$ cat src/rtl/rm_index_gen_pkg.sv
// -----------------------------------------------------------------------------
// rm_index_gen_pkg
// Shared types and default widths for the Random Modulo set-index generator.
//   rm_seed_t         : placement seed (two PRNG words)
//   rm_set_idx_t      : L1 set index
//   rm_reseed_state_t : reseed handshake FSM states
//   rm_num_chunks()   : number of set-index-wide chunks needed to cover a seed
// -----------------------------------------------------------------------------
package rm_index_gen_pkg;

    localparam int RM_SEED_WIDTH    = 32;
    localparam int RM_RAND_WIDTH    = 16;
    localparam int RM_SET_IDX_WIDTH = 6;
    localparam int RM_OFFSET_WIDTH  = 6;
    localparam int RM_ADDR_WIDTH    = 32;

    typedef logic [RM_SEED_WIDTH-1:0]    rm_seed_t;
    typedef logic [RM_SET_IDX_WIDTH-1:0] rm_set_idx_t;

    typedef enum logic [1:0] {
        RM_IDLE,
        RM_CAP_LO,
        RM_CAP_HI,
        RM_COMMIT
    } rm_reseed_state_t;

    // Ceiling division: the last chunk of the seed may be only partially filled.
    function automatic int rm_num_chunks(input int seed_w, input int idx_w);
        return (seed_w + idx_w - 1) / idx_w;
    endfunction

endpackage

$ cat src/rtl/rm_index_gen_hash.sv
// -----------------------------------------------------------------------------
// rm_index_hash
// Purely combinational randomized set-index mapping. Also usable by the
// tag-compare path to rebuild the set a writeback address maps to.
//   tag_i     : address tag bits
//   idx_i     : conventional (modulo) set index bits
//   seed_i    : current placement seed
//   set_idx_o : randomized set index
// Configuration macro RANDOM_MODULO_EN:
//   defined   -> set_idx = rotate_left(idx, k mod W) ^ k, where k folds (tag ^ seed)
//   undefined -> set_idx = idx (plain modulo placement, seed ignored)
// -----------------------------------------------------------------------------
module rm_index_hash
    import rm_index_gen_pkg::*;
#(
    parameter int SEED_WIDTH    = RM_SEED_WIDTH,
    parameter int SET_IDX_WIDTH = RM_SET_IDX_WIDTH,
    parameter int TAG_WIDTH     = RM_ADDR_WIDTH - RM_SET_IDX_WIDTH - RM_OFFSET_WIDTH
) (
    input  logic [TAG_WIDTH-1:0]     tag_i,
    input  logic [SET_IDX_WIDTH-1:0] idx_i,
    input  logic [SEED_WIDTH-1:0]    seed_i,
    output logic [SET_IDX_WIDTH-1:0] set_idx_o
);

`ifdef RANDOM_MODULO_EN
    localparam int NUM_CHUNKS = rm_num_chunks(SEED_WIDTH, SET_IDX_WIDTH);
    localparam int PAD_WIDTH  = NUM_CHUNKS * SET_IDX_WIDTH;
    localparam logic [SET_IDX_WIDTH-1:0] IDX_MOD = SET_IDX_WIDTH'(SET_IDX_WIDTH);

    logic [PAD_WIDTH-1:0]       x_pad;
    logic [SET_IDX_WIDTH-1:0]   k;
    logic [SET_IDX_WIDTH-1:0]   rot;
    logic [2*SET_IDX_WIDTH-1:0] rot_wide;

    // x_pad carries the zero-padded top chunk; k is the XOR-fold of all chunks.
    // Rotating via a doubled copy lets the upper half hold rotate_left(idx, rot).
    always_comb begin
        x_pad                 = '0;
        x_pad[SEED_WIDTH-1:0] = SEED_WIDTH'(tag_i) ^ seed_i;
        k                     = '0;
        for (int c = 0; c < NUM_CHUNKS; c++) begin
            k = k ^ x_pad[c*SET_IDX_WIDTH +: SET_IDX_WIDTH];
        end
        rot       = k % IDX_MOD;
        rot_wide  = {idx_i, idx_i} << rot;
        set_idx_o = rot_wide[2*SET_IDX_WIDTH-1 -: SET_IDX_WIDTH] ^ k;
    end
`else
    // Plain modulo placement; tag and seed are intentionally ignored.
    logic unused_hash_inputs;

    assign set_idx_o          = idx_i;
    assign unused_hash_inputs = ^{tag_i, seed_i};
`endif

endmodule

$ cat src/rtl/rm_index_gen.sv
// -----------------------------------------------------------------------------
// rm_index_gen
// Random Modulo set-index generator for the L1 caches. Builds a placement seed
// from two PRNG words on request and maps each lookup address to a set index.
// Ports:
//   clk, reset          : clock, asynchronous active-high reset
//   rand_i              : PRNG word, new value every cycle
//   reseed_req          : single-cycle request to draw a new seed
//   reseed_busy         : high while the reseed FSM is not idle
//   reseed_done         : one-cycle pulse in the cycle the new seed commits
//   lookup_valid_i/addr : lookup request (byte address)
//   lookup_valid_o      : registered lookup valid
//   lookup_set_idx_o    : registered randomized set index
//   lookup_tag_o        : registered tag passthrough
// Configuration macro RANDOM_MODULO_EN (see rm_index_hash): when undefined the
// index is unhashed but the seed register and reseed handshake are unchanged.
// -----------------------------------------------------------------------------
module rm_index_gen
    import rm_index_gen_pkg::*;
#(
    parameter int                    SEED_WIDTH    = RM_SEED_WIDTH,
    parameter int                    RAND_WIDTH    = RM_RAND_WIDTH,
    parameter int                    SET_IDX_WIDTH = RM_SET_IDX_WIDTH,
    parameter int                    OFFSET_WIDTH  = RM_OFFSET_WIDTH,
    parameter int                    ADDR_WIDTH    = RM_ADDR_WIDTH,
    parameter logic [SEED_WIDTH-1:0] RESET_SEED    = '0
) (
    input  logic                                         clk,
    input  logic                                         reset,
    input  logic [RAND_WIDTH-1:0]                        rand_i,
    input  logic                                         reseed_req,
    output logic                                         reseed_busy,
    output logic                                         reseed_done,
    input  logic                                         lookup_valid_i,
    input  logic [ADDR_WIDTH-1:0]                        lookup_addr_i,
    output logic                                         lookup_valid_o,
    output logic [SET_IDX_WIDTH-1:0]                     lookup_set_idx_o,
    output logic [ADDR_WIDTH-SET_IDX_WIDTH-OFFSET_WIDTH-1:0] lookup_tag_o
);

    localparam int TAG_WIDTH = ADDR_WIDTH - SET_IDX_WIDTH - OFFSET_WIDTH;

    rm_reseed_state_t          state_q, state_d;
    logic [SEED_WIDTH-1:0]     shadow_q, shadow_d;
    logic [SEED_WIDTH-1:0]     seed_q, seed_d;
    logic                      valid_q, valid_d;
    logic [SET_IDX_WIDTH-1:0]  set_idx_q, set_idx_d;
    logic [TAG_WIDTH-1:0]      tag_q, tag_d;

    logic [SET_IDX_WIDTH-1:0]  addr_idx;
    logic [TAG_WIDTH-1:0]      addr_tag;
    logic [SET_IDX_WIDTH-1:0]  hashed_idx;
    logic                      unused_offset_bits;

    assign addr_idx           = lookup_addr_i[OFFSET_WIDTH +: SET_IDX_WIDTH];
    assign addr_tag           = lookup_addr_i[ADDR_WIDTH-1:OFFSET_WIDTH+SET_IDX_WIDTH];
    assign unused_offset_bits = ^lookup_addr_i[OFFSET_WIDTH-1:0];

    rm_index_hash #(
        .SEED_WIDTH    (SEED_WIDTH),
        .SET_IDX_WIDTH (SET_IDX_WIDTH),
        .TAG_WIDTH     (TAG_WIDTH)
    ) u_hash (
        .tag_i     (addr_tag),
        .idx_i     (addr_idx),
        .seed_i    (seed_q),
        .set_idx_o (hashed_idx)
    );

    // Reseed FSM: two capture cycles fill the shadow, then COMMIT copies it to
    // the live seed at the end of that cycle. Requests outside IDLE are dropped.
    always_comb begin
        state_d  = state_q;
        shadow_d = shadow_q;
        seed_d   = seed_q;
        case (state_q)
            RM_IDLE: begin
                if (reseed_req) begin
                    state_d = RM_CAP_LO;
                end
            end
            RM_CAP_LO: begin
                shadow_d[RAND_WIDTH-1:0] = rand_i;
                state_d                  = RM_CAP_HI;
            end
            RM_CAP_HI: begin
                shadow_d[SEED_WIDTH-1:RAND_WIDTH] = rand_i;
                state_d                           = RM_COMMIT;
            end
            RM_COMMIT: begin
                seed_d  = shadow_q;
                state_d = RM_IDLE;
            end
            default: begin
                state_d = RM_IDLE;
            end
        endcase
    end

    // Lookup stage: valid follows the input every cycle, index/tag hold when
    // no lookup is presented. The seed used is the one registered this cycle.
    always_comb begin
        valid_d   = lookup_valid_i;
        set_idx_d = set_idx_q;
        tag_d     = tag_q;
        if (lookup_valid_i) begin
            set_idx_d = hashed_idx;
            tag_d     = addr_tag;
        end
    end

    always_ff @(posedge clk or posedge reset) begin
        if (reset) begin
            state_q   <= RM_IDLE;
            shadow_q  <= '0;
            seed_q    <= RESET_SEED;
            valid_q   <= 1'b0;
            set_idx_q <= '0;
            tag_q     <= '0;
        end else begin
            state_q   <= state_d;
            shadow_q  <= shadow_d;
            seed_q    <= seed_d;
            valid_q   <= valid_d;
            set_idx_q <= set_idx_d;
            tag_q     <= tag_d;
        end
    end

    assign reseed_busy      = (state_q != RM_IDLE);
    assign reseed_done      = (state_q == RM_COMMIT);
    assign lookup_valid_o   = valid_q;
    assign lookup_set_idx_o = set_idx_q;
    assign lookup_tag_o     = tag_q;

endmodule

$ cat config.mk
export PLATFORM = sky130hd
export DESIGN_NAME = rm_index_gen
export DESIGN_NICKNAME = d
export VERILOG_FILES = /design/src/rtl/rm_index_gen_pkg.sv /design/src/rtl/rm_index_gen_hash.sv /design/src/rtl/rm_index_gen.sv
export SDC_FILE = /design/constraint.sdc
export NUM_CORES = 1
export LEC_CHECK = 0
export CORE_UTILIZATION = 28
export CTS_BUF_LIST = sky130_fd_sc_hd__clkbuf_4 sky130_fd_sc_hd__clkbuf_8
export DETAILED_ROUTE_END_ITERATION = 10
export GPL_TIMING_DRIVEN = 0
export PLACE_DENSITY = 0.65
export SLEW_MARGIN = 15
export SYNTH_ARGS = -nofsm -noshare
export SYNTH_HDL_FRONTEND = slang
export SYNTH_SLANG_ARGS = --single-unit
$ cat constraint.sdc
create_clock -name clk -period 1.3 [get_ports clk]
set_input_delay 0.325 -clock clk [delete_from_list [all_inputs] [get_ports clk]]
set_output_delay 0.325 -clock clk [all_outputs]
set_load 0.1 [all_outputs]
; Yosys cells after proc, flatten, opt, wreduce, memory -nomap -nowiden
; Index checks and enable logic that the tools add are counted.
[totals]
ff_bits = 29
in_bits = 52
wordCells = 12
[classes]
n_eq_ne = 4
muxes = 2
n_reduce_logical = 2
[op_table]
columns = cell, count
row1 = $pmux W2 S4, 1
row2 = $eq A2 B2 Y1 const B, 2
row3 = $eq A2 B1 Y1 const B, 1
row4 = $logic_not A2 Y1, 1
row5 = $mux W2, 1
row6 = $ne A2 B2 Y1 const B, 1
row7 = $reduce_bool A2 Y1, 1

; Depth between registers and ports, before layout
[logic_depth]
ltp_word = 2
depth_mapped = 4
ltp_nobuf = 4

; Cells and area by module
; Synthesis repeated with hierarchy kept, for this count alone.
[hier_totals]
cells_unflattened = 214
hier_area_um2 = 3927.5
[modules_own_cells]
columns = module, n_inst, cells_each, area_per_inst_um2, seq_area_each_um2
row1 = rm_index_gen, 1, 208, 3882.5, 2327.2
row2 = rm_index_hash, 1, 6, 45.0, 0.0

; Worst setup path after synthesis
; OpenSTA, ideal clock, no wires.
[synth_timing]
kind = reg2out
startpoint = reg state_q[0]
endpoint = out reseed_busy
t_arrival_ns = 1.187
t_required_ns = 0.975
setup_slack_ns = -0.212
stages_incl_launch_ff = 4
path_cell_list = dfrtp_1 inv_1 ha_1 inv_1
[synth_between]
elab_chain_cells = 1
[synth_lines]
columns = element, line
row1 = start: declaration, rm_index_gen.sv:43  ; rm_reseed_state_t state_q, state_d;
row2 = start signal: assignment, rm_index_gen.sv:121  ; state_q <= state_d;
row3 = $reduce_bool A2 Y1, rm_index_gen.sv:130  ; assign reseed_busy = (state_q != RM_IDLE);
row4 = end: declaration, rm_index_gen.sv:32  ; output logic reseed_busy,
; Every way passes these cells.

; Worst setup path after layout
[layout_timing]
startpoint = reg state_q[1]
endpoint = out reseed_busy
; Same word-level chain as after synthesis.

==> results by group <==
Outcome
  • Outcome: finished with violations
  • Failing checks: setup timing

Timing
  • Worst clock skew: between 0.00006 and 0.00007 ns
  • Maximum frequency from static timing analysis: ~670 MHz
  • Slack of the critical path: -0.1935 ns
  • Final critical-path required period: between 1 and 1.5 ns
  • Max-slew violation count: 0
  • RSZ-0062 raised after global routing: true
  • # setup viols final: 2
  • Pin slew with the least headroom to its limit: 0.6267 ns
  • Count of endpoints failing hold in the final timing report: 0
  • Share of the clock period used by the worst path after layout: 114.9%
  • Worst Hold Slack: around 0.49 ns
  • Relative slew slack: slightly below 60%

Yosys
  • Cell types occupying the most area after synthesis: dfrtp_1 (58%), mux2_4 (24%), mux2_2 (6.4%)
  • Synthesized Nets: approximately 130
  • Synthesized instance count: 70
  • Post-synthesis cell type with the largest combined area: dfrtp_1
  • Post-synthesis area per instance: approximately 18 sq um
  • Post-synthesis cell type count: 10
  • Number of synthesis warnings: 0
  • Cell Area, Synth: about 1200 sq um
  • Share of the synthesized area in the top cell type: approximately three fifths
  • Proportion of synthesized chip area in sequential cells: between 50% and 60%
  • Register bit count reported by yosys: 29

Layout
  • Post-Route Utilization: 49.01%
  • Final std cell area, no fill: about 2000 sq um
  • Area added between synthesis and finish: 62.50%
  • Share of layout cells above drive strength 1: 56.34%
  • Antenna diodes: 0
  • Nets: approximately 200

Worst setup path
  • Critical Path AT: 1.17 ns
  • Maximum fanout encountered on the critical timing path: 3
  • Depth of the most critical reg-to-reg path: 4
  • R2r startpoint: state_q[1]$_DFFE_PP0P_
  • Kind of end point of the critical path: output port
  • Critical path start-end classification: flop to output port
  • CP Launch Point: state_q[1]$_DFFE_PP0P_
  • Register-to-register setup slack: roughly 0.030 ns
  • Crit path capture: reseed_busy
  • Worst endpoint required time: ~0.98 ns
  • R2r endpoint: state_q[1]$_DFFE_PP0P_
  • CP Launch Type: flop

Power
  • Final total power: 3656 uW
  • Power density over the cells: 1813 nW/um^2
  • IR Drop Worst-Case VDD: between 0.6 and 0.7 mV
  • Static power due to leakage: approximately 0.00095 uW

Global route
  • Pin count of the biggest net entering global routing: 30
  • Total routing resource utilization after global routing: between 10% and 20%
  • Vias in the first global route: ~880
  • Congestion Overflow GR: 0
  • Antenna violations before repair: 0
  • First-pass GRT wire length: 4257 microns

Die
  • Initial cell density of the core: 30.16%
  • Area of the die: ~4700 sq um
  • Die width: 68.58 microns
  • Total core area: roughly 4100 sq um
  • Chip Height: 68.58 microns
  • Number of rows in the core area: 23
  • Number of primary I/O pins: 81

Clock tree
  • Clock Tree Buf Depth: 2
  • CTS Sinks: 29
  • Clock tree from TritonCTS: built
  • Worst-Skew Late Latency: approximately 0.27 ns
  • Cts-stage hold buffer count: 0
  • Worst-path clk slew: about 0.060 ns
  • Clock root cell: clkbuf_8
  • Number of levels in the clock H-tree: 2
  • CTS Buf Count: 5

Place
  • Buffers on Ports: 58
  • Dpl hpwl: approximately 1900 microns
  • Worst slack at placement: -0.8801 ns
  • Global placer's final weighted congestion: about 0.76
  • Placed standard-cell area: 1891 sq um

Run
  • Number of max-capacitance violations reported: 0

Routing
  • DRC violation count after routing: 0
  • Count of TritonRoute iterations in the first routing pass: 2
  • Remaining number of nets flagged by the antenna check after routing: 0
  • Routed metal-1 wirelength: roughly 1100 microns
  • Met2 wire length: approximately 1400 microns
  • Total wirelength of the detailed-routed design: about 2700 microns
  • Overall via count from detail_route: approximately 800
  • Length of routed met3 wiring: roughly 130 microns
  • DRT iter0 DRCs: 37
  • Detailed-route vias per instance: 4.245
  • Post-DR wirelength/cell: approximately 14 microns
  • Uppermost signal routing layer after detailed routing: met4

Min path
  • Class of the most critical hold timing path: input port to asynchronous set/reset pin
-- routing by layer --
layer  up-vias  GRT usage [%]
li1        374              -
met1       407          15.14
met2        28          21.32
met3         6          3.947
met4         0          7.813
met5         -              0
-- where the power goes --
part,internal (uW),total [uW],switching [uW]
Clock,442,769,327
Combinational,640,1790,1150
Sequential,1020,1100,79.1
-- cell usage after synthesis --
cell / instances
nor2_1: 1
mux2i_1: 1
ha_1: 4
mux2_2: 7
buf_12: 2
mux2_4: 20
nor2b_1: 1
buf_6: 1
dfrtp_1: 29
inv_1: 4
-- cells by family after synthesis --
kind of cell / after synthesis / synth area share, %
buffers and inverters: 7 / 5.342
multiplexers: 28 / 31.35
flip-flops: 29 / 58.47
AND/OR/NAND/NOR: 2 / 0.8065
adder cells (fa/ha/maj): 4 / 4.032
-- critical path, cell delays in order (launching register included) --
cell and delay, ns:
dfrtp_1 0.41, inv_2 0.09, ha_4 0.14, clkinvlp_4 0.08
buf_8 0.17
-- through the flow --
step | TNS (ns) | std cells
floorplan | -0.1642 | 70
global placement | -31.54 | 178
detailed placement | -33.57 | 178
CTS | -0.3134 | 191
global route | -0.3584 | 192
finish | -0.2688 | 192
-- how the worst min path moves through the flow --
stage / cells past startpoint / slack (ns) / start / endpoint
final: 2 / 0.49 / reset / lookup_set_idx_o[2]$_DFFE_PP0P_
after floorplan: 0 / 0.36 / lookup_valid_i / lookup_valid_o$_DFF_PP0_
after global routing: 1 / 0.52 / lookup_tag_o[6]$_DFFE_PP0P_ / lookup_tag_o[6]$_DFFE_PP0P_
after CTS: 2 / 0.49 / reset / lookup_tag_o[16]$_DFFE_PP0P_
after global placement: 1 / 0.49 / lookup_tag_o[19]$_DFFE_PP0P_ / lookup_tag_o[19]$_DFFE_PP0P_
after detailed placement: 1 / 0.50 / lookup_tag_o[3]$_DFFE_PP0P_ / lookup_tag_o[3]$_DFFE_PP0P_
-- state kept, by name, indices dropped and copies added, names as in the netlist --
| name | count |
|---|---|
| state_q | 2 |
| lookup_valid_o | 1 |
| lookup_set_idx_o | 6 |
| lookup_tag_o | 20 |
-- area by class of cell --
type	instances	area (sq um)
Sequential cell	29	725.7
Clock buffer	8	91.34
Timing Repair Buffer	64	596.8
Fill cell	370	2098
Buffer	3	51.30
Tap cell	50	62.56
Inverter	4	22.52
Multi-Input combinational cell	34	466.7
-- layout by cell type, fill, tap and decap left out --
master            n
ha_4              1
clkbuf_8          5
buf_6             4
mux2_4           20
mux2_2            7
buf_12            4
clkinvlp_4        2
inv_2             2
ha_1              2
ha_2              1
clkdlybuf4s50_1  29
dfrtp_1          29
buf_4            29
mux2i_1           1
nor2_1            1
nor2b_2           1
buf_8             1
clkbuf_4          3
-- what timing repair did --
item / 4_1_cts / 5_1_grt
buffers inserted: 5 / 1
hold endpoints to repair: 0 / 0
endpoints found under the setup margin: 60 / 6
pin swaps: 1 / 1
gates cloned: 0 / 0
gates resized for setup: 184 / 4
No activity file was read; power rests on OpenSTA's default activity.
